File: src/rtl/pc_fetch_sequencer.sv
// Fetch sequencer for the single-cycle core. It owns the PC, fetches from a variable-latency
// instruction memory, holds each word until retire, and stops in HALT or in a sticky FAULT.
module pc_fetch_sequencer #(
  parameter logic [31:0] RESET_VECTOR = 32'h0000_0000,
  parameter int unsigned MAX_WAIT     = 15
) (
  input  logic        clk,
  input  logic        Reset,
  output logic        imem_req,
  output logic [31:0] imem_addr,
  input  logic        imem_ready,
  input  logic [31:0] imem_rdata,
  output logic [31:0] instr,
  output logic        instr_valid,
  output logic [31:0] PC,
  input  logic        retire,
  input  logic        redirect,
  input  logic [31:0] redirect_target,
  input  logic        halt,
  output logic        halted,
  output logic        fault,
  output logic [1:0]  fault_cause
);

  localparam logic [2:0] IDLE  = 3'd0;
  localparam logic [2:0] FETCH = 3'd1;
  localparam logic [2:0] ISSUE = 3'd2;
  localparam logic [2:0] HALT  = 3'd3;
  localparam logic [2:0] FAULT = 3'd4;

  localparam logic [1:0] CAUSE_NONE      = 2'b00;
  localparam logic [1:0] CAUSE_TIMEOUT   = 2'b01;
  localparam logic [1:0] CAUSE_MISALIGN  = 2'b10;

  localparam logic [7:0] WAIT_LIMIT = 8'(MAX_WAIT);

  logic [2:0] state;
  logic [7:0] wait_cnt;
  logic [7:0] wait_next;
  logic       target_misaligned;

  assign wait_next         = wait_cnt + 8'd1;
  assign target_misaligned = |redirect_target[1:0];

  // Handshake and status outputs are pure decodes of the state register.
  assign imem_req    = (state == FETCH);
  assign imem_addr   = PC;
  assign instr_valid = (state == ISSUE);
  assign halted      = (state == HALT);
  assign fault       = (state == FAULT);

  always_ff @(posedge clk) begin
    if (Reset) begin
      state       <= IDLE;
      PC          <= RESET_VECTOR;
      instr       <= 32'h0000_0000;
      wait_cnt    <= 8'd0;
      fault_cause <= CAUSE_NONE;
    end else begin
      case (state)
        IDLE: begin
          state    <= FETCH;
          wait_cnt <= 8'd0;
        end

        FETCH: begin
          if (imem_ready) begin
            instr    <= imem_rdata;
            wait_cnt <= 8'd0;
            state    <= ISSUE;
          end else begin
            wait_cnt <= wait_next;
            if (wait_next == WAIT_LIMIT) begin
              state       <= FAULT;
              fault_cause <= CAUSE_TIMEOUT;
            end
          end
        end

        // Halt outranks a misaligned redirect, which outranks a normal redirect.
        ISSUE: begin
          if (retire) begin
            if (halt) begin
              state <= HALT;
            end else if (redirect && target_misaligned) begin
              state       <= FAULT;
              fault_cause <= CAUSE_MISALIGN;
            end else if (redirect) begin
              PC       <= redirect_target;
              wait_cnt <= 8'd0;
              state    <= FETCH;
            end else begin
              PC       <= PC + 32'd4;
              wait_cnt <= 8'd0;
              state    <= FETCH;
            end
          end
        end

        HALT: begin
          state <= HALT;
        end

        FAULT: begin
          state <= FAULT;
        end

        default: begin
          state <= IDLE;
        end
      endcase
    end
  end

endmodule
File: config.mk
export PLATFORM = sky130hd
export DESIGN_NAME = pc_fetch_sequencer
export DESIGN_NICKNAME = d
export VERILOG_FILES = /design/src/rtl/pc_fetch_sequencer.sv
export SDC_FILE = /design/constraint.sdc
export NUM_CORES = 1
export LEC_CHECK = 0
export BUFFER_PORTS_ARGS = -buffer_cell sky130_fd_sc_hd__buf_2
export CAP_MARGIN = 10
export CORE_UTILIZATION = 52
export DETAILED_ROUTE_END_ITERATION = 10
export HOLD_SLACK_MARGIN = 0.03
export PLACE_DENSITY = 0.87
export SYNTH_ARGS = -nofsm -noshare
export SYNTH_HDL_FRONTEND = slang
export SYNTH_SLANG_ARGS = --single-unit
File: constraint.sdc
create_clock -name clk -period 3 [get_ports clk]
set_input_delay 0.3 -clock clk [delete_from_list [all_inputs] [get_ports clk]]
set_output_delay 0.3 -clock clk [all_outputs]
set_load 0.03 [all_outputs]
* Yosys cells after proc, flatten, opt, wreduce, memory -nomap -nowiden
Cells that the tools add are included.
** Cells by class
- Reductions and logical operators :: 10
- Equality and inequality tests :: 12
- Div/mod/pow operators :: 0
- Bitwise logic cells :: 2
- Add/subtract/negate cells :: 2
- Multiply operators :: 0
- Order comparisons :: 0
- Shift operators :: 0
- Mux-type cells :: 18
** Operators by type and width (number)
- $add 32x3->32 const B :: 1
- $mux 32 :: 1
- $mux 8 :: 4
- $pmux 8 s3 :: 1
- $mux 3 :: 5
- $pmux 3 s5 :: 1
- $mux 2 :: 5
- $add 8x1->8 const B :: 1
- $eq 8x4->1 const B :: 1
- $reduce_and 4->1 :: 2
- $eq 3x2->1 const B :: 2
- $ne 2x1->1 const B :: 3
- $ne 2x2->1 const B :: 3
- $reduce_and 6->1 :: 1
- $pmux 2 s2 :: 1
- $reduce_and 2->1 :: 2
- $eq 3x1->1 const B :: 1
- $eq 3x3->1 const B :: 1
- $logic_not 3->1 :: 1
- $ne 3x1->1 const B :: 1
- $reduce_bool 3->1 :: 1
- $not 1->1 :: 2
- $reduce_bool 2->1 :: 1
- $reduce_or 2->1 :: 1
- $logic_and 1x1->1 :: 1
** Word-level totals
- Memory bits (writable) :: 0
- Memory bits (read-only) :: 0
- Output and inout port bits :: 102
- Latch bits :: 0
- Word-level logic and storage cells :: 49
- Input port bits :: 70
- Memories kept :: 0
- Register bits after elaboration :: 77

* Logic depth before layout (Yosys ltp)
Gate-level depths: netlist of the first run.
- Word-level depth :: 6
- Mapped depth :: 8

* Worst setup path after synthesis of the first run
OpenSTA, ideal clock, no wires.
- Path kind :: reg-to-reg
- Start point :: register PC[2]
- End point :: register PC[30]
- Path slack :: 0.833 ns
- Stages on the path, launching flop included :: 8
- Path buffers :: 1
- Setup time :: 0.127 ns
- Data required time :: 2.873 ns
- Arrival :: 2.041 ns
- Cells stage by stage :: dfxtp_1 > ha_1 > and4_1 > and4_1 > clkbuf_2 > nand3_1 > and3_1 > or3_1
** Between the ends
- Cells in the longest elaborated chain, start to end :: 2
** Ends and longest elaborated chain
- from (decl) :: RTL line 15 : output logic [31:0] PC,
- from (signal assigned) :: RTL line 89 : PC <= redirect_target;
- from (signal assigned) :: RTL line 93 : PC <= PC + 32'd4;
- $add 32x3->32 :: RTL line 93
- $mux 32 :: RTL line 88 : end else if (redirect) begin
No other way between the ends.
A chain may end at the register's enable or synchronous reset.

* Worst setup path in the final report of the first run
- Start point :: register PC[2]
- End point :: register PC[18]
The elaborated chain is that of the path after synthesis.

==> results of run 1 <==
-- synth_stat cells (all sizes together), types with 3 or more instances --
| cell type | n |
|---|---|
| a31oi | 7 |
| and4 | 5 |
| o21a | 3 |
| clkbuf | 21 |
| ha | 3 |
| a21oi | 56 |
| and2 | 5 |
| nand2 | 109 |
| o22ai | 6 |
| nor3 | 7 |
| or4 | 3 |
| o211ai | 3 |
| nor4 | 3 |
| nand3b | 3 |
| and3 | 13 |
| mux2i | 4 |
| a211oi | 11 |
| nand4 | 11 |
| o21ai | 26 |
| o32ai | 3 |
| or3 | 8 |
| buf | 45 |
| nand3 | 24 |
| inv | 7 |
| nor2 | 33 |
| dfxtp | 77 |
| xor2 | 3 |
-- routing by layer --
metal | global-route usage [%] | up-vias
li1 | - | 2111
met1 | 32.5 | 1968
met2 | 46.3 | 217
met3 | 6.70 | 24
met4 | 11.9 | 0
met5 | 0 | -
-- worst reg2reg max path, delay by kind of cell, from the launching register on --
| kind | cells | cell delay [ns] |
|---|---|---|
| AND/OR/NAND/NOR | 3 | 0.94 |
| AO/OA/AOI/OAI | 2 | 0.41 |
| adder cells (fa/ha/maj) | 1 | 0.27 |
| flip-flops | 1 | 0.50 |
-- through the flow --
step / total power, mW / std cells / hold slack [ns]
floorplan: 1.61 / 534 / 0.436
global placement: 1.76 / 747 / 0.439
detailed placement: 1.78 / 747 / 0.443
CTS: 2.54 / 763 / 0.143
global route: 2.65 / 763 / 0.149
finish: 2.52 / 763 / 0.152
-- layout make-up --
| class | instances | area, µm² | share of cell area, % |
|---|---|---|---|
| multi-input cells | 382 | 2120 | 43.2 |
| flip-flops and latches | 77 | 1540 | 31.3 |
| repair buffers | 177 | 901 | 18.3 |
| well taps | 102 | 128 | 2.60 |
| clock buffers | 9 | 124 | 2.52 |
| clock inverters | 7 | 63.8 | 1.30 |
| inverters | 9 | 35.0 | 0.712 |
-- sequential cells by signal, summed over array words and instances, names as in the netlist --
name / flops
instr: 32
PC: 32
state: 3
fault_cause: 2
wait_cnt: 8
-- final timing paths --
kind                          startpoint                endpoint  slack, ns
setup / recovery      PC[2]$_SDFFE_PP0P_     PC[18]$_SDFFE_PP0P_       0.79
hold reg to reg   instr[14]$_SDFFE_PP0P_  instr[14]$_SDFFE_PP0P_       0.46
setup reg to reg      PC[2]$_SDFFE_PP0P_     PC[18]$_SDFFE_PP0P_       0.79
hold / removal            imem_rdata[23]  instr[23]$_SDFFE_PP0P_       0.15
-- power by group through the flow --
stage,sequential (mW),combinational [mW],clock (mW)
floorplan,1.27,0.334,0
global placement,1.17,0.586,0
detailed placement,1.18,0.600,0
CTS,1.15,0.602,0.780
global route,1.17,0.656,0.825
finish,1.16,0.599,0.763
-- logic make-up after synthesis --
logic type / Yosys count
flops: 77
compound gates: 139
fa+ha+maj: 3
buf+inv: 75
xor+xnor: 4
mux: 4
simple gates: 232
==> flow_summary_export.csv, run 1 <==
group,metric,value,unit
place,dp_worst_setup_slack,0.841,ns
synthesis,synth_flop_cell,"dfxtp_1",
timing,post-route-period-util,73.7,%
global_route,grt_pass1_vias,3927,
timing,setup_viol,0,
timing,maxSlewViolCount,0,
clock_tree,post_cts_buffers,0,
clock_tree,clk-insertion-delay-late,0.37,ns
cells_and_area,final_nets,729,
timing,tightest_slew,0.993,ns
clock_tree,clkSinkCount,77,
clock_tree,cts_hold_buf,0,
place,dpl.hpwl,7960,µm
cells_and_area,antenna_cells,0,
routing,top_layer,"met4",
clock_tree,clockBufferDepth,2,
synthesis,syn_nets,607,
cells_and_area,final_common_cell,"buf_2",
power,powerDensity,512,nW/µm²
global_route,overflow,0,
setup_path,crit_chain,"ha_1, and4_1, nand2_1, nor4b_1, o21ai_1, a32o_1",
synthesis,synth-xor-area-share,0.852,%
timing,skew,0.0107,ns
die,die_y,90.9,µm
routing,routed_wl,11200,µm
synthesis,netlist_area,4110,µm²
die,num_rows,32,
global_route,grt_pass1_wl,18300,µm
routing,dr.pass1.iters,7,
setup_path,cp.depth,6,
die,start_util,53.5,%
synthesis,netlist_instances,534,
timing,max_freq,0.452,GHz
synthesis,ys_seq_area_share,37.5,%
synthesis,synth_top_area_share,37.5,%
setup_path,max_stage_delay,0.52,ns
routing,vias,4320,
power,swShare,36.5,%
cells_and_area,layout-drive-gt1-share,31.0,%
place,port_buffers,171,
routing,route.layer.met1.wl,4510,µm
setup_path,worstPathArrival,2.48,ns
setup_path,setup.worst_path.start_class,"register",
clock_tree,clockRootBuffer,"clkbuf_8",
clock_tree,cts.htree.levels,3,
cells_and_area,design_area,4920,µm²
die,core_area,7690,µm²
power,leakagePower,2.21,nW
die,die_w,90.9,µm
global_route,antenna_found_initial,0,
routing,via_per_inst,5.66,
synthesis,synth-simple-area-share,27.7,%
synthesis,synthMuxAreaShare,0.974,%
job,max_cap_violations,0,
cells_and_area,syn_to_final_growth,19.6,%
routing,wl_met3,995,µm
cells_and_area,fillerInstances,724,
setup_path,critPathCaptureType,"register",
clock_tree,clkSlewWorstSetupHoldPaths,0.09,ns
power,power_frac_comb,23.8,%
timing,fin_ws,0.788,ns
routing,wl_met2,5420,µm
power,p_int,1.60,mW
synthesis,synthDistinctLibCells,65,
synthesis,synth_top_family_by_area,"simple AND/OR/NAND/NOR gates",
setup_path,crit_buf_inv,0,
setup_path,crit_fanout,10,
power,vdd_drop_max,0.337,mV
synthesis,async_flop_share,0,%
run_status,status,"complete, no violations",
power,p_sw,919,µW
routing,drt-initial-drc-count,236,
power,seqPwrFrac,45.9,%
synthesis,synthAdderAreaFrac,0.913,%
synthesis,yosysWarnings,0,
routing,ant_nets,0,
place,dpl-instance-area,4730,µm²
synthesis,syn_avg_cell_area,7.70,µm²
place,gp_congestion,0.920,
min_path,hold_class,"primary input to register",
min_path,worstHoldPathCells,3,
synthesis,synth_edf_count,0,
timing,rsz0062_at_grt,"false",
synthesis,synth.largest_area_cell,"dfxtp_1",
timing,max_slew_margin,33.7,%
die,io_pins,172,
power,clkPwrFrac,30.3,%
timing,fin_crit,2.21,ns
clock_tree,numCtsBuffers,9,
synthesis,synthTopCellsByArea,"dfxtp_1 37%, nand2_1 9.9%, a21oi_1 6.8%",
cells_and_area,finalCoreUtilization,64.0,%
clock_tree,post_cts_resize_count,0,
setup_path,critical-path-top-delay-family,"simple AND/OR/NAND/NOR gates",
clock_tree,cts_tree,"built",
die,dieArea,8270,µm²
cells_and_area,layout_common_cells,"171 x buf_2, 109 x nand2_1, 77 x dfxtp_1",
routing,wl_per_cell,14.7,µm
global_route,grt_max_degree,49,
timing,tns,0,ns
global_route,grt_use_total,27.2,%
synthesis,synth_compound_area_share,21.2,%
timing,hold_viol,0,
synthesis,ys_seq_elements,77,
setup_path,path_class,"register to register",
setup_path,slowest_stage,"nor4b_1",
routing,route.detailed.drc,0,
setup_path,reg2reg_depth,6,
setup_path,cp.required,3.26,ns
(Power assumes the default switching activity.)
==> run 2, diff against run 1 <==
--- a/config.mk
+++ b/config.mk
@@ -7,10 +7,10 @@
 export LEC_CHECK = 0
 export BUFFER_PORTS_ARGS = -buffer_cell sky130_fd_sc_hd__buf_2
 export CAP_MARGIN = 10
-export CORE_UTILIZATION = 52
+export CORE_UTILIZATION = 44
 export DETAILED_ROUTE_END_ITERATION = 10
 export HOLD_SLACK_MARGIN = 0.03
-export PLACE_DENSITY = 0.87
+export PLACE_DENSITY = 0.78
 export SYNTH_ARGS = -nofsm -noshare
 export SYNTH_HDL_FRONTEND = slang
 export SYNTH_SLANG_ARGS = --single-unit
==> constraint.sdc (replaced) <==
create_clock -name clk -period 1.92 [get_ports clk]
set_input_delay 0.192 -clock clk [delete_from_list [all_inputs] [get_ports clk]]
set_output_delay 0.192 -clock clk [all_outputs]
set_load 0.03 [all_outputs]
==> run 2 against run 1 <==
- utilization decreased by 4.0 points
- sequential cell count unchanged
- via count increased by 4.3%
- cell count increased by 5.8%
- maximum frequency increased by 18%
==> flow_summary_export.csv, run 2 (synthesized netlist as in run 1, its figures left out) <==
group,metric,value,unit
cells_and_area,multi_input_area,2170,µm²
clock_tree,cts.htree.levels,3,
min_path,hold_end,"instr[10]$_SDFFE_PP0P_",
place,gp_congestion,0.887,
global_route,grt_pass1_wl,19700,µm
run_status,status,"complete, no violations",
clock_tree,numCtsBuffers,9,
die,num_rows,34,
timing,post-route-period-util,97.6,%
die,core_area,8890,µm²
cells_and_area,reg_top3,"PC: 32 flops, instr: 32 flops, wait_cnt: 8 flops",
timing,tns,0,ns
timing,holdWs,0.0717,ns
setup_path,slowest_stage,"or4_4",
min_path,hp-start,"imem_rdata[10]",
timing,skew,0.0158,ns
setup_path,max_stage_delay,0.54,ns
timing,setup_viol,0,
routing,wl_per_cell,14.7,µm
min_path,worstHoldPathCells,3,
cells_and_area,syn_to_final_growth,29.6,%
timing,max_freq,0.533,GHz
global_route,grt_use_total,24.8,%
setup_path,rrSetupSlack,0.05,ns
clock_tree,cts_tree,"built",
setup_path,worstPathArrival,2.12,ns
power,vdd_drop_max,0.509,mV
setup_path,crit_fanout,4,
clock_tree,clkSinkCount,77,
cells_and_area,seqCellArea,1560,µm²
place,dpl.hpwl,8690,µm
place,port_buffers,171,
global_route,grt_pass1_vias,4301,
setup_path,rr_startpoint,"wait_cnt[0]$_SDFFE_PP0P_",
die,start_util,46.3,%
routing,dr.pass1.iters,4,
global_route,antenna_found_initial,0,
cells_and_area,layout_common_cells,"171 x buf_2, 109 x nand2_1, 66 x dfxtp_1",
routing,ant_nets,0,
routing,route.detailed.drc,0,
cells_and_area,final_nets,767,
cells_and_area,final_common_cell,"buf_2",
clock_tree,cts_hold_buf,0,
cells_and_area,fillerInstances,813,
global_route,grt_max_degree,38,
cells_and_area,layout-drive-gt1-share,37.2,%
clock_tree,clockRootBuffer,"clkbuf_8",
clock_tree,clk-insertion-delay-late,0.36,ns
setup_path,crit-reg2reg-capture,"fault_cause[1]$_SDFFE_PP0P_",
clock_tree,clkSlewWorstSetupHoldPaths,0.08,ns
die,io_pins,172,
power,powerDensity,789,nW/µm²
job,max_cap_violations,0,
global_route,overflow,0,
setup_path,path_class,"register to register",
die,die_w,98.7,µm
clock_tree,clockBufferDepth,2,
min_path,hold_class,"primary input to register",
timing,fin_crit,1.87,ns
routing,drt-initial-drc-count,223,
cells_and_area,finalCoreUtilization,60.0,%
timing,hold_viol,0,
routing,vias,4506,
setup_path,critPathCaptureType,"register",
routing,via_per_inst,5.58,
die,dieArea,9740,µm²
die,die_y,98.7,µm
timing,maxSlewViolCount,0,
setup_path,cp.required,2.16,ns
setup_path,crit_chain,"ha_4, and3_4, nand3_2, xnor2_2, or4_4, o221a_2",
timing,tightest_slew,0.438,ns
setup_path,setup.worst_path.start_class,"register",
setup_path,reg2reg_depth,6,
routing,routed_wl,11900,µm
cells_and_area,antenna_cells,0,
timing,max_slew_margin,70.5,%
power,leakagePower,2.45,nW
[run 2: routing by layer]
metal	GRT usage (%)	wire length (µm)	vias to the layer above
met3	5.53	912	19
met1	28.9	4850	2106
met2	44.0	5870	196
li1	-	-	2185
met4	9.99	245	0
met5	0	0	-
[run 2: per-stage QoR]
step | area (µm²) | setup slack [ns] | instances | total power [mW]
after detailed placement | 5070 | 0.0166 | 790 | 2.86
after floorplan | 4140 | -0.0000819 | 534 | 2.51
final | 5330 | 0.0452 | 807 | 4.21
after global routing | 5330 | -0.00975 | 807 | 4.41
after CTS | 5290 | 0.0102 | 806 | 4.23
after global placement | 5070 | 0.0586 | 790 | 2.83
[run 2: final cells by class]
class | instances | share of cell area, %
clock buffer | 10 | 2.39
clock inverter | 6 | 1.76
inverter | 9 | 0.657
multi-input combinational | 382 | 40.7
sequential | 77 | 29.3
tap | 108 | 2.53
timing repair buffer | 215 | 22.7
[run 2: worst max-delay path, delay by kind of cell (launching register included)]
kind,cells,cell delay [ns]
AOI/OAI and AO/OA,1,0.30
xor gates and xnor gates,1,0.16
adders and majority gates,1,0.13
DFF,1,0.36
and+or+nand+nor,3,0.82
[run 2: report_power, final]
| part | internal [mW] | switching (mW) | total (mW) |
|---|---|---|---|
| logic | 0.356 | 0.700 | 1.06 |
| clock network | 0.744 | 0.633 | 1.38 |
| registers | 1.71 | 0.0648 | 1.77 |
[run 2: worst max-delay path by stage]
stage | start | endpoint | cells past startpoint
6_report | wait_cnt[0]$_SDFFE_PP0P_ | fault_cause[1]$_SDFFE_PP0P_ | 6
5_1_grt | PC[2]$_SDFFE_PP0P_ | PC[24]$_SDFFE_PP0P_ | 6
4_1_cts | wait_cnt[0]$_SDFFE_PP0P_ | fault_cause[1]$_SDFFE_PP0P_ | 6
3_5_place_dp | wait_cnt[0]$_SDFFE_PP0P_ | fault_cause[1]$_SDFFE_PP0P_ | 6
3_3_place_gp | wait_cnt[0]$_SDFFE_PP0P_ | fault_cause[1]$_SDFFE_PP0P_ | 6
2_1_floorplan | PC[2]$_SDFFE_PP0P_ | PC[30]$_SDFFE_PP0P_ | 7
[run 2: repair_timing]
item,in CTS,in global routing
resized for setup,1,6
buffers inserted,0,1
setup endpoints to repair,1,11
pin swaps,0,2
==> run 3, diff against run 2 <==
--- a/config.mk
+++ b/config.mk
@@ -7,10 +7,10 @@
 export LEC_CHECK = 0
 export BUFFER_PORTS_ARGS = -buffer_cell sky130_fd_sc_hd__buf_2
 export CAP_MARGIN = 10
-export CORE_UTILIZATION = 44
+export CORE_UTILIZATION = 48
 export DETAILED_ROUTE_END_ITERATION = 10
 export HOLD_SLACK_MARGIN = 0.03
-export PLACE_DENSITY = 0.78
+export PLACE_DENSITY = 0.81
 export SYNTH_ARGS = -nofsm -noshare
 export SYNTH_HDL_FRONTEND = slang
 export SYNTH_SLANG_ARGS = --single-unit
==> constraint.sdc (replaced) <==
create_clock -name clk -period 1.9 [get_ports clk]
set_input_delay 0.19 -clock clk [delete_from_list [all_inputs] [get_ports clk]]
set_output_delay 0.19 -clock clk [all_outputs]
set_load 0.03 [all_outputs]
==> run 3 against run 2 <==
- combinational power hardly changed
- register-to-register slack barely moved
- cell count is 0.87% lower
- critical path depth stayed put
- critical endpoint unchanged
- via count about the same
- maximum frequency rose by 1.1%
- die area decreased by 8.2%
- utilization grew 4.2 points
- clock skew down 0.0046 ns
- global-route usage increased by 1.6 points
==> flow_summary_export.csv, run 3 (synthesized netlist as in run 1, its figures left out) <==
group,metric,value,unit
run_status,status,"complete, no violations",
clock_tree,post_cts_buffers,0,
cells_and_area,finalCoreUtilization,64.1,%
setup_path,path_class,"register to register",
die,io_pins,172,
global_route,grt_use_total,26.4,%
place,port_buffers,171,
die,die_y,94.6,µm
timing,max_freq,0.539,GHz
cells_and_area,antenna_cells,0,
die,dieArea,8940,µm²
routing,wl_met2,5950,µm
clock_tree,clkSinkCount,77,
timing,holdWs,0.0587,ns
routing,routed_wl,11900,µm
cells_and_area,final_common_cell,"buf_2",
setup_path,critPathCapture,"fault_cause[1]$_SDFFE_PP0P_",
global_route,grt_pass1_wl,18700,µm
die,core_area,8260,µm²
setup_path,cp.required,2.16,ns
clock_tree,clkSlewWorstSetupHoldPaths,0.09,ns
clock_tree,cts_tree,"built",
clock_tree,numCtsBuffers,9,
cells_and_area,design_area,5300,µm²
routing,route.layer.met1.wl,4820,µm
clock_tree,clockRootBuffer,"clkbuf_8",
routing,dr.pass1.iters,4,
setup_path,rrSetupSlack,0.05,ns
cells_and_area,final_nets,763,
clock_tree,cts_hold_buf,0,
timing,maxSlewViolCount,0,
global_route,overflow,0,
place,dpl.hpwl,8700,µm
cells_and_area,layout_common_cells,"171 x buf_2, 108 x nand2_1, 65 x dfxtp_1",
power,seqPwrFrac,43.1,%
power,p_sw,1.46,mW
global_route,antenna_found_initial,0,
place,gp_congestion,0.875,
die,num_rows,33,
cells_and_area,instances_no_fill,800,
setup_path,worstPathArrival,2.11,ns
routing,via_per_inst,5.63,
power,leakagePower,2.42,nW
setup_path,setup.worst_path.start_class,"register",
setup_path,crit_fanout,4,
cells_and_area,layout-drive-gt1-share,37.3,%
routing,wl_per_cell,14.9,µm
setup_path,crit-reg2reg-capture,"fault_cause[1]$_SDFFE_PP0P_",
timing,tightest_slew,0.452,ns
routing,wl_met3,1030,µm
routing,top_layer,"met4",
power,power_frac_comb,25.5,%
power,clkPwrFrac,31.4,%
die,start_util,49.8,%
power,swShare,35.0,%
setup_path,cp-startpoint,"wait_cnt[1]$_SDFFE_PP0P_",
timing,tns,0,ns
place,dpl-instance-area,5060,µm²
setup_path,rr_startpoint,"wait_cnt[1]$_SDFFE_PP0P_",
clock_tree,clockBufferDepth,2,
power,p_int,2.71,mW
min_path,hold_class,"primary input to register",
setup_path,reg2reg_depth,6,
global_route,grt_max_degree,37,
routing,drt-initial-drc-count,203,
setup_path,crit_chain,"ha_4, and3_4, nand3_2, xnor2_1, or4_4, o221a_4",
setup_path,slowest_stage,"or4_4",
timing,skew,0.0113,ns
setup_path,critPathCaptureType,"register",
timing,post-route-period-util,97.6,%
routing,route.detailed.drc,0,
place,dpl.cell_count,784,
cells_and_area,syn_to_final_growth,28.7,%
setup_path,max_stage_delay,0.57,ns
routing,ant_nets,0,
clock_tree,clk-insertion-delay-late,0.35,ns
job,max_cap_violations,0,
timing,rsz0062_at_grt,"false",
clock_tree,cts.htree.levels,3,
timing,fin_crit,1.85,ns
routing,vias,4503,
timing,setup_viol,0,
power,powerDensity,786,nW/µm²
power,vdd_drop_max,0.731,mV
cells_and_area,reg_top3,"PC: 32 flops, instr: 32 flops, wait_cnt: 8 flops",
global_route,grt_pass1_vias,4063,
die,die_w,94.6,µm
timing,max_slew_margin,69.9,%
timing,hold_viol,0,
## run 3: area by class of cell
| type | instances | area [µm²] |
|---|---|---|
| clock buffer | 9 | 124 |
| clock inverter | 7 | 78.8 |
| fill | 737 | 2960 |
| inverter | 9 | 35.0 |
| multi-input combinational | 382 | 2180 |
| sequential | 77 | 1560 |
| tap | 105 | 131 |
| timing repair buffer | 211 | 1180 |
## run 3: critical path, delay by kind of cell, from the launching register on
| family | cells | cell delay [ns] |
|---|---|---|
| simple gates | 3 | 0.84 |
| compound gates | 1 | 0.27 |
| flops | 1 | 0.36 |
| xor+xnor | 1 | 0.15 |
| fa+ha+maj | 1 | 0.13 |
## run 3: worst min path at each step
stage                         from                      to  slack, ns  cells past startpoint
detailed placement  imem_rdata[20]  instr[20]$_SDFFE_PP0P_       0.44                      3
global route         imem_rdata[2]   instr[2]$_SDFFE_PP0P_       0.05                      3
global placement    imem_rdata[31]  instr[31]$_SDFFE_PP0P_       0.43                      3
CTS                  imem_rdata[5]   instr[5]$_SDFFE_PP0P_       0.05                      3
floorplan           imem_rdata[29]  instr[29]$_SDFFE_PP0P_       0.33                      2
finish               imem_rdata[0]   instr[0]$_SDFFE_PP0P_       0.06                      3
## run 3: power by group through the flow
| stage | registers, mW | clock network (mW) | logic (mW) |
|---|---|---|---|
| floorplan | 2.01 | 0 | 0.528 |
| global placement | 1.82 | 0 | 1.03 |
| detailed placement | 1.83 | 0 | 1.06 |
| CTS | 1.79 | 1.33 | 1.06 |
| global route | 1.81 | 1.39 | 1.16 |
| finish | 1.79 | 1.31 | 1.06 |
## run 3: layer usage
metal | GRT usage, % | vias up
met5 | 0 | -
met4 | 8.84 | 0
met3 | 6.60 | 15
met2 | 46.1 | 201
met1 | 31.5 | 2109
li1 | - | 2178
## run 3: stage by stage
| step | setup WS [ns] | total power [mW] |
|---|---|---|
| after floorplan | -0.00402 | 2.54 |
| after CTS | 0.0149 | 4.18 |
| after global placement | 0.0435 | 2.85 |
| after global routing | 0.00181 | 4.36 |
| final | 0.0452 | 4.16 |
| after detailed placement | -0.00793 | 2.89 |
## run 3: repair_timing
action,in CTS,in global routing
endpoints found under the setup margin,1,5
pin swaps,1,4
resized for setup,1,7
